`config.mk`:
```
export PLATFORM = sky130hd
export DESIGN_NAME = router_fsm_flat
export DESIGN_NICKNAME = d
export VERILOG_FILES = /design/src/rtl/router_fsm_if.sv /design/src/rtl/router_fsm.sv /design/src/flat_wrapper.sv
export SDC_FILE = /design/constraint.sdc
export NUM_CORES = 1
export LEC_CHECK = 0
export CAP_MARGIN = 20
export CORE_UTILIZATION = 29
export CTS_CLUSTER_DIAMETER = 30
export DETAILED_ROUTE_END_ITERATION = 12
export PLACE_DENSITY = 0.57
export REMOVE_ABC_BUFFERS = 1
export SLEW_MARGIN = 20
export SYNTH_ARGS = -nofsm -noshare
export SYNTH_HDL_FRONTEND = slang
export SYNTH_SLANG_ARGS = --single-unit
```
`constraint.sdc`:
```
create_clock -name clock -period 1.4 [get_ports clock]
set_input_delay 0.28 -clock clock [delete_from_list [all_inputs] [get_ports clock]]
set_output_delay 0.28 -clock clock [all_outputs]
set_load 0.02 [all_outputs]
```
`src/rtl/router_fsm_if.sv`:
```
// Handshake bundle between the router FSM and its source/register/FIFO neighbours.
// master drives packet and FIFO status; slave is the FSM producing the strobes.
interface router_fsm_if;
   logic       pkt_valid;
   logic [1:0] data_in;
   logic       fifo_full;
   logic       fifo_empty_0;
   logic       fifo_empty_1;
   logic       fifo_empty_2;
   logic       soft_reset_0;
   logic       soft_reset_1;
   logic       soft_reset_2;
   logic       parity_done;
   logic       low_pkt_valid;
   logic       detect_add;
   logic       lfd_state;
   logic       ld_state;
   logic       laf_state;
   logic       full_state;
   logic       rst_int_reg;
   logic       write_enb_reg;
   logic       busy;
   logic [1:0] dest;

   modport master (
      output pkt_valid, data_in, fifo_full,
      output fifo_empty_0, fifo_empty_1, fifo_empty_2,
      output soft_reset_0, soft_reset_1, soft_reset_2,
      output parity_done, low_pkt_valid,
      input  detect_add, lfd_state, ld_state, laf_state, full_state, rst_int_reg,
      input  write_enb_reg, busy, dest
   );

   modport slave (
      input  pkt_valid, data_in, fifo_full,
      input  fifo_empty_0, fifo_empty_1, fifo_empty_2,
      input  soft_reset_0, soft_reset_1, soft_reset_2,
      input  parity_done, low_pkt_valid,
      output detect_add, lfd_state, ld_state, laf_state, full_state, rst_int_reg,
      output write_enb_reg, busy, dest
   );
endinterface

```
`src/rtl/router_fsm.sv`:
```
// Packet router control FSM (Moore): decodes the header address, sequences payload/parity loads.
// Define ROUTER_FSM_ADDR_CHECK_EN to route headers addressed to 3 into a DROP state.
module router_fsm (
   input  logic        clock,
   input  logic        reset,
   router_fsm_if.slave bus
);

`ifdef ROUTER_FSM_ADDR_CHECK_EN
   typedef enum logic [3:0] {DA, LFD, LD, FFS, LAF, LP, CPE, WTE, DROP} state_t;
`else
   typedef enum logic [3:0] {DA, LFD, LD, FFS, LAF, LP, CPE, WTE} state_t;
`endif

   state_t     state;
   state_t     next_state;
   logic [1:0] dest;
   logic [1:0] dest_next;
   logic       hdr_empty;
   logic       dest_empty;
   logic       dest_soft_reset;

   // Address 3 has no destination, so it selects nothing.
   function automatic logic pick(input logic [1:0] sel, input logic a, input logic b,
                                 input logic c);
      case (sel)
         2'd0:    pick = a;
         2'd1:    pick = b;
         2'd2:    pick = c;
         default: pick = 1'b0;
      endcase
   endfunction

   always_ff @(posedge clock) begin
      if (reset) begin
         state <= DA;
         dest  <= 2'd0;
      end else begin
         state <= next_state;
         dest  <= dest_next;
      end
   end

   always_comb begin
      hdr_empty       = pick(bus.data_in, bus.fifo_empty_0, bus.fifo_empty_1, bus.fifo_empty_2);
      dest_empty      = pick(dest, bus.fifo_empty_0, bus.fifo_empty_1, bus.fifo_empty_2);
      dest_soft_reset = pick(dest, bus.soft_reset_0, bus.soft_reset_1, bus.soft_reset_2);
   end

   always_comb begin
      next_state = state;
      dest_next  = dest;
      unique case (state)
         DA: begin
            if (bus.pkt_valid) begin
               if (bus.data_in != 2'd3) begin
                  dest_next  = bus.data_in;
                  next_state = hdr_empty ? LFD : WTE;
               end
`ifdef ROUTER_FSM_ADDR_CHECK_EN
               else begin
                  next_state = DROP;
               end
`endif
            end
         end
         LFD: next_state = LD;
         LD: begin
            if (bus.fifo_full)
               next_state = FFS;
            else if (!bus.pkt_valid)
               next_state = LP;
         end
         FFS: begin
            if (!bus.fifo_full)
               next_state = LAF;
         end
         LAF: begin
            if (bus.parity_done)
               next_state = DA;
            else if (bus.low_pkt_valid)
               next_state = LP;
            else
               next_state = LD;
         end
         LP:  next_state = CPE;
         CPE: next_state = bus.fifo_full ? FFS : DA;
         WTE: begin
            if (dest_empty)
               next_state = LFD;
         end
`ifdef ROUTER_FSM_ADDR_CHECK_EN
         DROP: begin
            if (!bus.pkt_valid)
               next_state = DA;
         end
`endif
         default: next_state = DA;
      endcase
      // Only the abort for the packet in flight matters, and it beats every other exit.
      if (state != DA && dest_soft_reset)
         next_state = DA;
   end

   always_comb begin
      bus.detect_add    = 1'b0;
      bus.lfd_state     = 1'b0;
      bus.ld_state      = 1'b0;
      bus.laf_state     = 1'b0;
      bus.full_state    = 1'b0;
      bus.rst_int_reg   = 1'b0;
      bus.write_enb_reg = 1'b0;
      bus.busy          = 1'b0;
      bus.dest          = dest;
      unique case (state)
         DA:  bus.detect_add = 1'b1;
         LFD: begin
            bus.lfd_state = 1'b1;
            bus.busy      = 1'b1;
         end
         LD: begin
            bus.ld_state      = 1'b1;
            bus.write_enb_reg = 1'b1;
         end
         FFS: begin
            bus.full_state = 1'b1;
            bus.busy       = 1'b1;
         end
         LAF: begin
            bus.laf_state     = 1'b1;
            bus.write_enb_reg = 1'b1;
            bus.busy          = 1'b1;
         end
         LP: begin
            bus.write_enb_reg = 1'b1;
            bus.busy          = 1'b1;
         end
         CPE: begin
            bus.rst_int_reg = 1'b1;
            bus.busy        = 1'b1;
         end
         WTE: bus.busy = 1'b1;
         default: begin
         end
      endcase
   end

endmodule

```
`src/flat_wrapper.sv`:
```
// flat-port wrapper written by rule: the top's interface ports become plain ports
module router_fsm_flat 
  (clock, reset, bus_pkt_valid, bus_data_in, bus_fifo_full, bus_fifo_empty_0, bus_fifo_empty_1, bus_fifo_empty_2, bus_soft_reset_0, bus_soft_reset_1, bus_soft_reset_2, bus_parity_done, bus_low_pkt_valid, bus_detect_add, bus_lfd_state, bus_ld_state, bus_laf_state, bus_full_state, bus_rst_int_reg, bus_write_enb_reg, bus_busy, bus_dest);
  router_fsm_if bus_i ();
  input  logic clock;
  input  logic reset;
  input wire logic [$bits(bus_i.pkt_valid)-1:0] bus_pkt_valid;
  input wire logic [$bits(bus_i.data_in)-1:0] bus_data_in;
  input wire logic [$bits(bus_i.fifo_full)-1:0] bus_fifo_full;
  input wire logic [$bits(bus_i.fifo_empty_0)-1:0] bus_fifo_empty_0;
  input wire logic [$bits(bus_i.fifo_empty_1)-1:0] bus_fifo_empty_1;
  input wire logic [$bits(bus_i.fifo_empty_2)-1:0] bus_fifo_empty_2;
  input wire logic [$bits(bus_i.soft_reset_0)-1:0] bus_soft_reset_0;
  input wire logic [$bits(bus_i.soft_reset_1)-1:0] bus_soft_reset_1;
  input wire logic [$bits(bus_i.soft_reset_2)-1:0] bus_soft_reset_2;
  input wire logic [$bits(bus_i.parity_done)-1:0] bus_parity_done;
  input wire logic [$bits(bus_i.low_pkt_valid)-1:0] bus_low_pkt_valid;
  output wire logic [$bits(bus_i.detect_add)-1:0] bus_detect_add;
  output wire logic [$bits(bus_i.lfd_state)-1:0] bus_lfd_state;
  output wire logic [$bits(bus_i.ld_state)-1:0] bus_ld_state;
  output wire logic [$bits(bus_i.laf_state)-1:0] bus_laf_state;
  output wire logic [$bits(bus_i.full_state)-1:0] bus_full_state;
  output wire logic [$bits(bus_i.rst_int_reg)-1:0] bus_rst_int_reg;
  output wire logic [$bits(bus_i.write_enb_reg)-1:0] bus_write_enb_reg;
  output wire logic [$bits(bus_i.busy)-1:0] bus_busy;
  output wire logic [$bits(bus_i.dest)-1:0] bus_dest;
  assign bus_i.pkt_valid = bus_pkt_valid;
  assign bus_i.data_in = bus_data_in;
  assign bus_i.fifo_full = bus_fifo_full;
  assign bus_i.fifo_empty_0 = bus_fifo_empty_0;
  assign bus_i.fifo_empty_1 = bus_fifo_empty_1;
  assign bus_i.fifo_empty_2 = bus_fifo_empty_2;
  assign bus_i.soft_reset_0 = bus_soft_reset_0;
  assign bus_i.soft_reset_1 = bus_soft_reset_1;
  assign bus_i.soft_reset_2 = bus_soft_reset_2;
  assign bus_i.parity_done = bus_parity_done;
  assign bus_i.low_pkt_valid = bus_low_pkt_valid;
  assign bus_detect_add = bus_i.detect_add;
  assign bus_lfd_state = bus_i.lfd_state;
  assign bus_ld_state = bus_i.ld_state;
  assign bus_laf_state = bus_i.laf_state;
  assign bus_full_state = bus_i.full_state;
  assign bus_rst_int_reg = bus_i.rst_int_reg;
  assign bus_write_enb_reg = bus_i.write_enb_reg;
  assign bus_busy = bus_i.busy;
  assign bus_dest = bus_i.dest;
  router_fsm u_core (.clock(clock), .reset(reset), .bus(bus_i));
endmodule
```
Yosys cells after proc, flatten, opt, wreduce, memory -nomap -nowiden
Index checks and enable logic that the tools add are counted.
{"block": "totals", "register_bits": 6, "latch_bits": 0, "mem_bits_rw": 0, "romBits": 0, "input_bits": 14, "output_inout_bits": 10, "wordCells": 51, "mem_count": 0}
{"block": "op_classes", "add_sub_neg": 0, "n_mul": 0, "div": 0, "n_lt_le_gt_ge": 0, "eq_ne": 17, "shift": 0, "mux": 22, "n_bitwise": 0, "n_reduce_logical": 10}
{"cell": "case mux 4 bit (8 select lines)", "count": 1}
{"cell": "two-way mux 4 bit", "count": 7}
{"cell": "equality test 4 x 3 -> 1 bit (second input constant)", "count": 4}
{"cell": "case mux 1 bit (3 select lines)", "count": 3}
{"cell": "equality test 4 x 2 -> 1 bit (second input constant)", "count": 2}
{"cell": "two-way mux 1 bit", "count": 8}
{"cell": "two-way mux 3 bit", "count": 2}
{"cell": "inequality test 2 bit (second input constant)", "count": 3}
{"cell": "OR reduction 6 bit", "count": 1}
{"cell": "AND reduction 5 bit", "count": 1}
{"cell": "equality test 2 x 1 -> 1 bit (second input constant)", "count": 2}
{"cell": "equality test 2 bit (second input constant)", "count": 2}
{"cell": "equality test 4 x 1 -> 1 bit (second input constant)", "count": 1}
{"cell": "zero test 2 bit", "count": 2}
{"cell": "zero test 4 bit", "count": 1}
{"cell": "inequality test 2 x 1 -> 1 bit (second input constant)", "count": 2}
{"cell": "nonzero test 4 bit", "count": 1}
{"cell": "inequality test 3 bit (second input constant)", "count": 1}
{"cell": "AND reduction 3 bit", "count": 1}
{"cell": "OR reduction 3 bit", "count": 1}
{"cell": "two-way mux 2 bit", "count": 1}
{"cell": "OR reduction 2 bit", "count": 1}
{"cell": "logical AND 1 bit", "count": 1}

Longest topological paths before layout
Gate-level depths: netlist (run 1).
{"block": "logic_depth", "depth_word": 6, "depth_mapped": 5, "ltp_nobuf": 4}

Least setup slack after synthesis (run 1)
Ideal clock, no wire load.
{"block": "synth_path", "kind": "flip-flop to output port", "from": "register u_core.state[2]", "to": "output port bus_write_enb_reg", "t_arrival_ps": 1225, "required_time_ps": 1120, "setup_slack_ps": -105, "path_stages_with_launch": 4, "n_path_buf": 1, "cell_sequence": "dfxtp_1 -> buf_6 -> or2b_4 -> o21ai_0"}
{"block": "synth_between", "elab_chain_len": 3, "word_cells_on_any_way": 5, "classes_between": "eq/ne (3); mux (1); reduce/logical (1)"}
{"item": "start: declaration", "line": "router_fsm.sv:15", "rtl": "state_t state;"}
{"item": "start signal: assignment", "line": "router_fsm.sv:39", "rtl": "state <= next_state;"}
{"item": "equality test 4 x 2 -> 1 bit / equality test 4 x 3 -> 1 bit (equally long branches)", "line": "router_fsm.sv:115", "rtl": "unique case (state)"}
{"item": "OR reduction 3 bit (no line) (*)"}
{"item": "two-way mux 1 bit (*)", "line": "router_fsm.sv:115"}
{"item": "end: declaration", "line": "flat_wrapper.sv:24", "rtl": "output wire logic [$bits(bus_i.write_enb_reg)-1:0] bus_write_enb_reg;"}
Every way passes the cells marked *; elsewhere a longest branch is shown, timed or not.

Worst setup path after layout (run 1)
{"block": "layout_path", "from": "register u_core.state[1]", "to": "output port bus_write_enb_reg"}
Same word-level chain as after synthesis.

==> flow_metrics.env, run 1 <==
export IMPL_rsz0062_at_grt="yes"
export IMPL_grt_usage_pct=15.48
export IMPL_ys_types=35
export IMPL_root_buffer="clkbuf_4"
export IMPL_firstDrtPassIters=5
export IMPL_tns_ns=-0.03161
export IMPL_grt_remaining_overflow=0
export IMPL_multi_input_area_sq_um=402.9
export IMPL_die_h_um=44.21
export IMPL_setup_viol=1
export IMPL_antenna_found_initial=0
export IMPL_grt_pass1_wl_um=2159
export IMPL_synthCells=58
export IMPL_period_minus_slack_ns=1.432
export IMPL_num_vias=587
export IMPL_fin_crit_sh_pct=102.3
export IMPL_cts_tree="built"
export IMPL_nNetsFinal=115
export IMPL_core_sq_mm=0.001577
export IMPL_path_max_fanout=5
export IMPL_clkTransAtPathRegs_ns=0.05
export IMPL_syn_area_sq_um=516.7
export IMPL_hpwl_um=1064
export IMPL_n_antenna_cell=0
export IMPL_start_util_pct=32.78
export IMPL_cts_sinks=5
export IMPL_yosysWarnings=0
export IMPL_cts_htree_levels=1
export IMPL_slew_viol_final=0
export IMPL_leakage_nw=0.4218
export IMPL_std_cell_rows=14
export IMPL_arrival_ns=1.15
export IMPL_cp_start_kind="flip-flop"
export IMPL_synth_area_leaders="dfxtp_1 19%, mux2i_1 7.7%, o2111ai_2 5.8%"
export IMPL_status="complete, but fails checks"
export IMPL_hp_class="flip-flop to flip-flop"
export IMPL_io_buffers=23
export IMPL_syn_to_final_growth_pct=81.36
export IMPL_synth_top_cell_by_area="dfxtp_1"
export IMPL_max_freq_mhz=698.5
export IMPL_synth_top_cell_area_share_pct=19.37
export IMPL_avgViaCountPerCell=5.060
export IMPL_detailedRoute_firstIterationViolations=6
export IMPL_fin_skew_ns=0.003318
export IMPL_fin_util_pct=59.44
export IMPL_violations="negative setup slack"
export IMPL_cp_required_ns=1.12
export IMPL_post_drt_wl_per_cell_um=12.97
export IMPL_die_x_um=44.21
export IMPL_critPathKind="flip-flop to output port"
export IMPL_num_fill_cells=160
export IMPL_endpoint_kind="output port"
export IMPL_synth_seq_cells=5
export IMPL_worst_slack_ns=-0.03161
export IMPL_pin_count=24
export IMPL_dieArea_sq_mm=0.001955
export IMPL_worstMarginPinSlew_ns=0.2430
export IMPL_drv_cap=0
export IMPL_wl_um=1505
export IMPL_place_congestion=0.7347
export IMPL_clk_latency_ns=0.25
export IMPL_ys_seq_area_share_pct=19.37
export IMPL_drive_above_1_share_pct=47.00
export IMPL_clockBufferDepth=2
export IMPL_numCtsBuffers=3
export IMPL_grt_pass1_vias=522
export IMPL_power_density_mw_per_mm2=2127
export IMPL_ctsHoldBuffers=0
export IMPL_regArea_sq_um=106.4
export IMPL_maxSlewHeadroom_pct=83.73
export IMPL_vdd_drop_max_mv=1.461
export IMPL_grt_max_degree=10
export IMPL_postRouteAntennaNets=0
export IMPL_drc=0
export IMPL_hold_viol_final=0
export IMPL_syn_avg_cell_area_sq_um=8.909
flip-flops by register name (all words and copies together), names as in the netlist:
register,count
u_core.bus.dest,2
u_core.state,3
cell usage after synthesis:
| master | n |
|---|---|
| dfxtp_1 | 5 |
| mux2i_1 | 4 |
| nand2_1 | 4 |
| a21oi_1 | 3 |
| nand3b_1 | 3 |
| nor2_1 | 3 |
| o21ai_0 | 3 |
| buf_6 | 2 |
| inv_1 | 2 |
| nor3_1 | 2 |
| o2111ai_2 | 2 |
| o21a_1 | 2 |
| a211oi_1 | 1 |
| a21boi_2 | 1 |
| a21o_1 | 1 |
| a21oi_2 | 1 |
| a31oi_1 | 1 |
| and2_4 | 1 |
| and2b_1 | 1 |
| and2b_4 | 1 |
| and3_2 | 1 |
| buf_4 | 1 |
| nand2_2 | 1 |
| nand2b_1 | 1 |
| nor2b_1 | 1 |
| nor3_4 | 1 |
| nor3b_1 | 1 |
| nor4b_4 | 1 |
| o211a_1 | 1 |
| o211ai_2 | 1 |
| o21bai_1 | 1 |
| o221ai_1 | 1 |
| or2_1 | 1 |
| or2b_1 | 1 |
| or2b_4 | 1 |
worst max-delay path: stages, from the launching register on:
cell and delay (ns):
dfxtp_2 0.32, buf_6 0.12, or2b_1 0.23, o21ai_1 0.08, buf_4 0.15
placed cells by master, fill, tap and decap left out, types with 3 or more instances in the layout:
master	n
buf_6	5
mux2i_1	4
nor2_1	3
nand3b_1	3
a21oi_1	3
clkdlybuf4s50_1	13
buf_2	3
clkbuf_4	3
buf_4	16
nand2_1	4
layer usage:
| metal | part of all wire (%) | global-route usage (%) | up-vias |
|---|---|---|---|
| met1 | 39 | 17.08 | 258 |
| met4 | 1.9 | 9.697 | 0 |
| met2 | 50 | 26.47 | 27 |
| met3 | 8.2 | 3.673 | 2 |
| li1 | - | - | 300 |
| met5 | 0 | 0 | - |
final cells by class:
type	instances	share of cell area [%]
Clock buffer	4	2.804
Inverter	2	0.8011
Tap cell	16	2.136
Multi-Input combinational cell	48	42.99
Timing Repair Buffer	41	39.92
Sequential cell	5	11.35
final timing paths:
| path | startpoint | to | slack, ns | cells past startpoint |
|---|---|---|---|---|
| setup / recovery | u_core.state[1]$_SDFFE_PP0P_ | bus_write_enb_reg | -0.03 | 4 |
| hold / removal | u_core.bus.dest[0]$_SDFFE_PP0P_ | u_core.bus.dest[0]$_SDFFE_PP0P_ | 0.61 | 2 |
| setup reg to reg | u_core.state[0]$_SDFFE_PP0P_ | u_core.state[2]$_SDFFE_PP0P_ | 0.05 | 6 |
| hold reg to reg | u_core.bus.dest[0]$_SDFFE_PP0P_ | u_core.bus.dest[0]$_SDFFE_PP0P_ | 0.61 | 2 |
logic make-up after synthesis:
| family | after synthesis | share of synthesized area (%) |
|---|---|---|
| flip-flops | 5 | 19.37 |
| multiplexers | 4 | 7.748 |
| AND/OR/NAND/NOR | 25 | 35.60 |
| AO/OA/AOI/OAI | 19 | 30.02 |
| buffers and inverters | 5 | 7.265 |
per-stage QoR:
step	hold slack [ns]	worst slack (ns)	power, W	std cells	cell area, sq um
6_report	0.6066	-0.03161	0.001993	116	937.1
5_1_grt	0.6348	-0.07642	0.002113	116	937.1
4_1_cts	0.6131	-0.03404	0.001730	111	847.1
3_5_place_dp	0.5979	-0.2624	0.001553	107	834.6
3_3_place_gp	0.6024	-0.2356	0.001557	107	834.6
2_1_floorplan	0.3593	-0.2601	0.0009668	55	486.7
power breakdown:
| group | internal [W] | leakage, nW | switching, W | total [W] |
|---|---|---|---|---|
| combinational | 0.000852 | 0.364 | 0.000716 | 0.00157 |
| sequential | 0.000207 | 0.0425 | 0.0000412 | 0.000248 |
| clock | 0.000108 | 0.0150 | 0.0000681 | 0.000176 |
| total | 0.00117 | 0.422 | 0.000826 | 0.00199 |
timing repair:
action	in CTS	in global routing
resized for setup	49	10
setup endpoints to repair	10	11
setup buffers	0	5
pin swaps	0	5
No activity file was read; power rests on OpenSTA's default activity.
==> run 2, diff against run 1 <==
--- a/config.mk
+++ b/config.mk
@@ -6,10 +6,10 @@
 export NUM_CORES = 1
 export LEC_CHECK = 0
 export CAP_MARGIN = 20
-export CORE_UTILIZATION = 29
+export CORE_UTILIZATION = 39
 export CTS_CLUSTER_DIAMETER = 30
 export DETAILED_ROUTE_END_ITERATION = 12
-export PLACE_DENSITY = 0.57
+export PLACE_DENSITY = 0.73
 export REMOVE_ABC_BUFFERS = 1
 export SLEW_MARGIN = 20
 export SYNTH_ARGS = -nofsm -noshare
==> run 2 against run 1 <==
  * The run still ends with negative setup slack left
  * Clock-buffer cell count did not move
  * Core utilization increased by 21 points
  * Combinational power about the same
  * Worst hold slack improved by 0.0019 ns
  * Clock power about the same
  * First-iteration DRC count increased by 83%
  * Routed wire length is 2.7% higher
  * Maximum frequency about the same
  * Critical endpoint unchanged
  * Non-clock buffer count unchanged
  * Via count grew 1.9%
  * Total power up 0.86%
==> flow_metrics.env, run 2 (synthesis gave the netlist of run 1 again) <==
export IMPL_rr_startpoint="u_core.state[1]$_SDFFE_PP0P_"
export IMPL_dieArea_sq_mm=0.001475
export IMPL_worst_slack_ns=-0.03234
export IMPL_slew_viol_final=0
export IMPL_layout_commonest_cell="buf_4"
export IMPL_antenna_found_initial=0
export IMPL_place_congestion=0.7525
export IMPL_pin_count=24
export IMPL_drv_cap=0
export IMPL_worstMarginPinSlew_ns=0.2635
export IMPL_fin_util_pct=80.88
export IMPL_start_util_pct=44.12
export IMPL_maxSlewHeadroom_pct=82.36
export IMPL_total_power_w=0.002010
export IMPL_avgViaCountPerCell=5.246
export IMPL_std_cell_rows=12
export IMPL_rsz0062_at_grt="yes"
export IMPL_nNetsFinal=115
export IMPL_hp_start="u_core.bus.dest[0]$_SDFFE_PP0P_"
export IMPL_firstDrtPassIters=4
export IMPL_hold_viol_final=0
export IMPL_postRouteAntennaNets=0
export IMPL_hold_path_cell_count=2
export IMPL_largest_reg_flops=3
export IMPL_num_vias=598
export IMPL_cp_required_ns=1.12
export IMPL_cts_htree_levels=1
export IMPL_root_buffer="clkbuf_4"
export IMPL_post_drt_wl_per_cell_um=13.56
export IMPL_die_x_um=38.40
export IMPL_wl_um=1546
export IMPL_die_h_um=38.40
export IMPL_dp_cells=107
export IMPL_core_sq_mm=0.001171
export IMPL_cp_num_cells=3
export IMPL_fin_crit_sh_pct=102.3
export IMPL_period_minus_slack_ns=1.432
export IMPL_numCtsBuffers=3
export IMPL_crit_start="u_core.state[1]$_SDFFE_PP0P_"
export IMPL_path_max_fanout=4
export IMPL_path_delay_family="flip-flops"
export IMPL_crit_chain="or2b_4 > o21ai_2 > buf_6"
export IMPL_reg_top3="u_core.state (3), u_core.bus.dest (2)"
export IMPL_stdcell_count=114
export IMPL_grt_remaining_overflow=0
export IMPL_clk_latency_ns=0.24
export IMPL_max_freq_mhz=698.2
export IMPL_drive_above_1_share_pct=52.00
export IMPL_clkTransAtPathRegs_ns=0.05
export IMPL_critPathKind="flip-flop to output port"
export IMPL_max_flop_register="u_core.state"
export IMPL_hpwl_um=1047
export IMPL_slowest_stage="dfxtp_2"
export IMPL_cp_start_kind="flip-flop"
export IMPL_cts_sinks=5
export IMPL_ctsHoldBuffers=0
export IMPL_detailedRoute_firstIterationViolations=11
export IMPL_arrival_ns=1.15
export IMPL_n_antenna_cell=0
export IMPL_grt_pass1_wl_um=2097
export IMPL_grt_pass1_vias=529
export IMPL_drc=0
export IMPL_fin_skew_ns=0.006432
export IMPL_leakage_nw=0.4276
export IMPL_io_buffers=23
export IMPL_grt_usage_pct=20.72
export IMPL_setup_viol=4
export IMPL_vdd_drop_max_mv=1.474
export IMPL_r2r_cells=6
export IMPL_slowest_delay_ns=0.36
export IMPL_syn_to_final_growth_pct=83.29
export IMPL_whs_ns=0.6085
export IMPL_violations="negative setup slack"
export IMPL_power_density_mw_per_mm2=2122
export IMPL_grt_max_degree=8
export IMPL_cts_tree="built"
export IMPL_num_fill_cells=79
export IMPL_clockBufferDepth=2
export IMPL_hp_class="flip-flop to flip-flop"
export IMPL_path_buf_inv=1
export IMPL_final_cell_mix="16 x buf_4, 13 x clkdlybuf4s50_1, 8 x buf_6, 4 x nand2_1, 4 x mux2i_1"
export IMPL_endpoint_kind="output port"
export IMPL_status="complete, but fails checks"
-- run 2: cell counts in the layout (fill, tap and decap cells not counted) --
Identical to the previous run, type by type.
-- run 2: where the power goes --
group	switching, W	internal, W	total, W
combinational	0.000719	0.000842	0.00156
sequential	0.0000642	0.000209	0.000273
clock	0.0000675	0.000108	0.000176
total	0.000851	0.00116	0.00201
-- run 2: worst paths after layout --
kind                                                   endpoint  slack, ns
worst min-delay path            u_core.bus.dest[0]$_SDFFE_PP0P_       0.61
worst min register to register  u_core.bus.dest[0]$_SDFFE_PP0P_       0.61
worst max register to register  u_core.bus.dest[1]$_SDFFE_PP0P_       0.02
worst max-delay path                          bus_write_enb_reg      -0.03
-- run 2: worst reg2reg max path: stages (launching register included) --
cell     delay, ns
dfxtp_2       0.33
buf_6         0.13
buf_6         0.12
nor4b_4       0.32
buf_4         0.18
nor2b_4       0.14
nor3_1        0.05
-- run 2: layout make-up --
cell class / count / area [sq um] / share of cell area [%]
Clock buffer: 4 / 26.28 / 2.774
Inverter: 2 / 7.507 / 0.7926
Multi-Input combinational cell: 48 / 421.7 / 44.52
Sequential cell: 5 / 106.4 / 11.23
Tap cell: 14 / 17.52 / 1.849
Timing Repair Buffer: 41 / 367.9 / 38.84
-- run 2: metrics by stage --
step | setup TNS [ns] | setup slack [ns] | instance area (sq um)
after global routing | -0.3857 | -0.08568 | 947.2
after floorplan | -0.4344 | -0.2601 | 486.7
after detailed placement | -2.041 | -0.2493 | 847.1
after CTS | -0.03403 | -0.01294 | 843.3
final | -0.05223 | -0.03234 | 947.2
after global placement | -1.888 | -0.2322 | 847.1
-- run 2: what timing repair did --
| action | 4_1_cts | 5_1_grt |
|---|---|---|
| buffers inserted | 0 | 3 |
| cloned | 0 | 0 |
| endpoints found under the setup margin | 15 | 12 |
| resized for setup | 44 | 22 |
| pin swaps | 1 | 6 |
-- run 2: per-layer routing --
metal	part of all wire, %	global-route usage (%)
met1	41	23.08
met2	53	37.29
met3	4.6	4.070
met4	0.91	9.483
met5	0	0
==> run 3, diff against run 2 <==
--- a/config.mk
+++ b/config.mk
@@ -6,9 +6,11 @@
 export NUM_CORES = 1
 export LEC_CHECK = 0
 export CAP_MARGIN = 20
-export CORE_UTILIZATION = 39
+export CORE_AREA = 2 2 39 41
+export CTS_BUF_LIST = sky130_fd_sc_hd__clkbuf_8
 export CTS_CLUSTER_DIAMETER = 30
 export DETAILED_ROUTE_END_ITERATION = 12
+export DIE_AREA = 0 0 41 43
 export PLACE_DENSITY = 0.73
 export REMOVE_ABC_BUFFERS = 1
 export SLEW_MARGIN = 20
==> run 3 against run 2 <==
  * The flow still finishes with violations (negative setup slack)
  * Worst setup slack lost 0.0055 ns
  * Global-route usage shrank 1.1 points
  * Worst hold slack gained 0.0062 ns
  * Die area grew 20%
  * Clock-buffer cell count shrank 1
  * Flip-flop and latch count is the same
  * Core utilization shrank 12 points
  * Register-to-register slack lost 0.02 ns
  * Final cell count shrank 0.88%
  * Total power grew 3.6%
  * Critical path depth is the same
  * Sequential power shrank 2%
==> flow_metrics.env, run 3 (synthesis gave the netlist of run 1 again) <==
export IMPL_reg_top3="u_core.state (3), u_core.bus.dest (2)"
export IMPL_path_buf_inv=1
export IMPL_slowest_stage="dfxtp_2"
export IMPL_hold_viol_final=0
export IMPL_cp_start_kind="flip-flop"
export IMPL_period_minus_slack_ns=1.438
export IMPL_die_h_um=43
export IMPL_syn_to_final_growth_pct=84.75
export IMPL_place_congestion=0.7812
export IMPL_io_buffers=23
export IMPL_cts_htree_levels=1
export IMPL_cts_sinks=5
export IMPL_hold_path_cell_count=2
export IMPL_arrival_ns=1.16
export IMPL_rsz0062_at_grt="yes"
export IMPL_firstDrtPassIters=4
export IMPL_die_x_um=41
export IMPL_drive_above_1_share_pct=48.45
export IMPL_post_drt_wl_per_cell_um=12.65
export IMPL_maxSlewHeadroom_pct=81.42
export IMPL_critPathKind="flip-flop to output port"
export IMPL_grt_usage_pct=19.62
export IMPL_power_density_mw_per_mm2=2182
export IMPL_detailedRoute_firstIterationViolations=4
export IMPL_hpwl_um=1060
export IMPL_n_antenna_cell=0
export IMPL_finish_instance_area_sq_um=954.7
export IMPL_dieArea_sq_mm=0.001763
export IMPL_core_sq_mm=0.001384
export IMPL_endpoint_kind="output port"
export IMPL_hp_class="flip-flop to flip-flop"
export IMPL_final_cell_mix="13 x clkdlybuf4s50_1, 12 x buf_4, 8 x buf_6, 4 x nand2_1, 4 x mux2i_1"
export IMPL_antenna_found_initial=0
export IMPL_setup_viol=1
export IMPL_grt_pass1_vias=543
export IMPL_std_cell_rows=14
export IMPL_grt_remaining_overflow=0
export IMPL_clockBufferDepth=2
export IMPL_worstMarginPinSlew_ns=0.2709
export IMPL_grt_max_degree=7
export IMPL_worst_slack_ns=-0.03784
export IMPL_numCtsBuffers=3
export IMPL_avgViaCountPerCell=5.274
export IMPL_max_flop_register="u_core.state"
export IMPL_ctsHoldBuffers=0
export IMPL_max_freq_mhz=695.5
export IMPL_violations="negative setup slack"
export IMPL_start_util_pct=37.34
export IMPL_r2r_cells=6
export IMPL_placed_cell_area_sq_um=842.1
export IMPL_total_power_w=0.002083
export IMPL_pin_count=24
export IMPL_slew_viol_final=0
export IMPL_cp_num_cells=3
export IMPL_nNetsFinal=112
export IMPL_clk_latency_ns=0.23
export IMPL_postRouteAntennaNets=0
export IMPL_grt_pass1_wl_um=2311
export IMPL_path_max_fanout=5
export IMPL_drv_cap=0
export IMPL_layout_commonest_cell="clkdlybuf4s50_1"
export IMPL_cp_required_ns=1.12
export IMPL_num_fill_cells=121
export IMPL_wl_um=1429
export IMPL_crit_chain="or2b_4 > o21ai_2 > buf_4"
export IMPL_status="complete, but fails checks"
export IMPL_drc=0
export IMPL_vdd_drop_max_mv=1.209
export IMPL_root_buffer="clkbuf_8"
export IMPL_fin_skew_ns=0.0004951
export IMPL_largest_reg_flops=3
export IMPL_fin_crit_sh_pct=102.7
export IMPL_cts_tree="built"
export IMPL_path_delay_family="flip-flops"
export IMPL_leakage_nw=0.4210
export IMPL_clkTransAtPathRegs_ns=0.04
export IMPL_num_vias=596
export IMPL_slowest_delay_ns=0.35
export IMPL_tns_ns=-0.03784
[run 3: power breakdown]
| group | internal, W | leakage, nW | switching [W] |
|---|---|---|---|
| Combinational | 0.000822 | 0.352 | 0.000716 |
| Sequential | 0.000208 | 0.0425 | 0.0000591 |
| Clock | 0.000189 | 0.0269 | 0.0000889 |
[run 3: final cells by class]
class                           instances  area (sq um)  area share (%)
Clock buffer                            3         41.29           4.325
Tap cell                               16         20.02           2.097
Clock inverter                          1         3.754          0.3932
Multi-Input combinational cell         48         432.9           45.35
Inverter                                2         7.507          0.7864
Sequential cell                         5         106.4           11.14
Timing Repair Buffer                   38         342.8           35.91
[run 3: stage by stage]
step | hold slack (ns) | util (%) | worst slack (ns) | std cells
after CTS | 0.6204 | 64.20 | 0.001356 | 112
after global routing | 0.6543 | 68.99 | -0.07284 | 113
after floorplan | 0.3593 | - | -0.2601 | 55
after global placement | 0.5946 | 60.85 | -0.2740 | 108
after detailed placement | 0.5949 | 60.85 | -0.2973 | 108
final | 0.6147 | 68.99 | -0.03784 | 113
[run 3: per-layer routing]
metal / up-vias / share of wire [%] / GRT usage, %
met5: - / 0 / 0
met4: 0 / 2.8 / 14.00
met3: 8 / 7.1 / 3.141
met2: 30 / 49 / 30.00
met1: 267 / 41 / 23.30
li1: 291 / - / -
[run 3: what timing repair did]
item,CTS,global route
endpoints found under the setup margin,15,10
pin swaps,2,5
gates resized for setup,49,17
setup buffers,0,1
cloned,0,0
[run 3: worst paths after layout]
path,from,slack (ns),end
worst max-delay path,u_core.state[1]$_SDFFE_PP0P_,-0.04,bus_write_enb_reg
worst min-delay path,u_core.bus.dest[0]$_SDFFE_PP0P_,0.61,u_core.bus.dest[0]$_SDFFE_PP0P_
worst max register to register,u_core.state[2]$_SDFFE_PP0P_,0,u_core.state[0]$_SDFFE_PP0P_
worst min register to register,u_core.bus.dest[0]$_SDFFE_PP0P_,0.61,u_core.bus.dest[0]$_SDFFE_PP0P_
[run 3: worst register-to-register path: cells and delay by family (launching register included)]
| kind | cells | cell delay, ns |
|---|---|---|
| AOI/OAI and AO/OA | 3 | 0.45 |
| and+or+nand+nor | 1 | 0.24 |
| DFF | 1 | 0.35 |
| buffers and inverters | 2 | 0.25 |
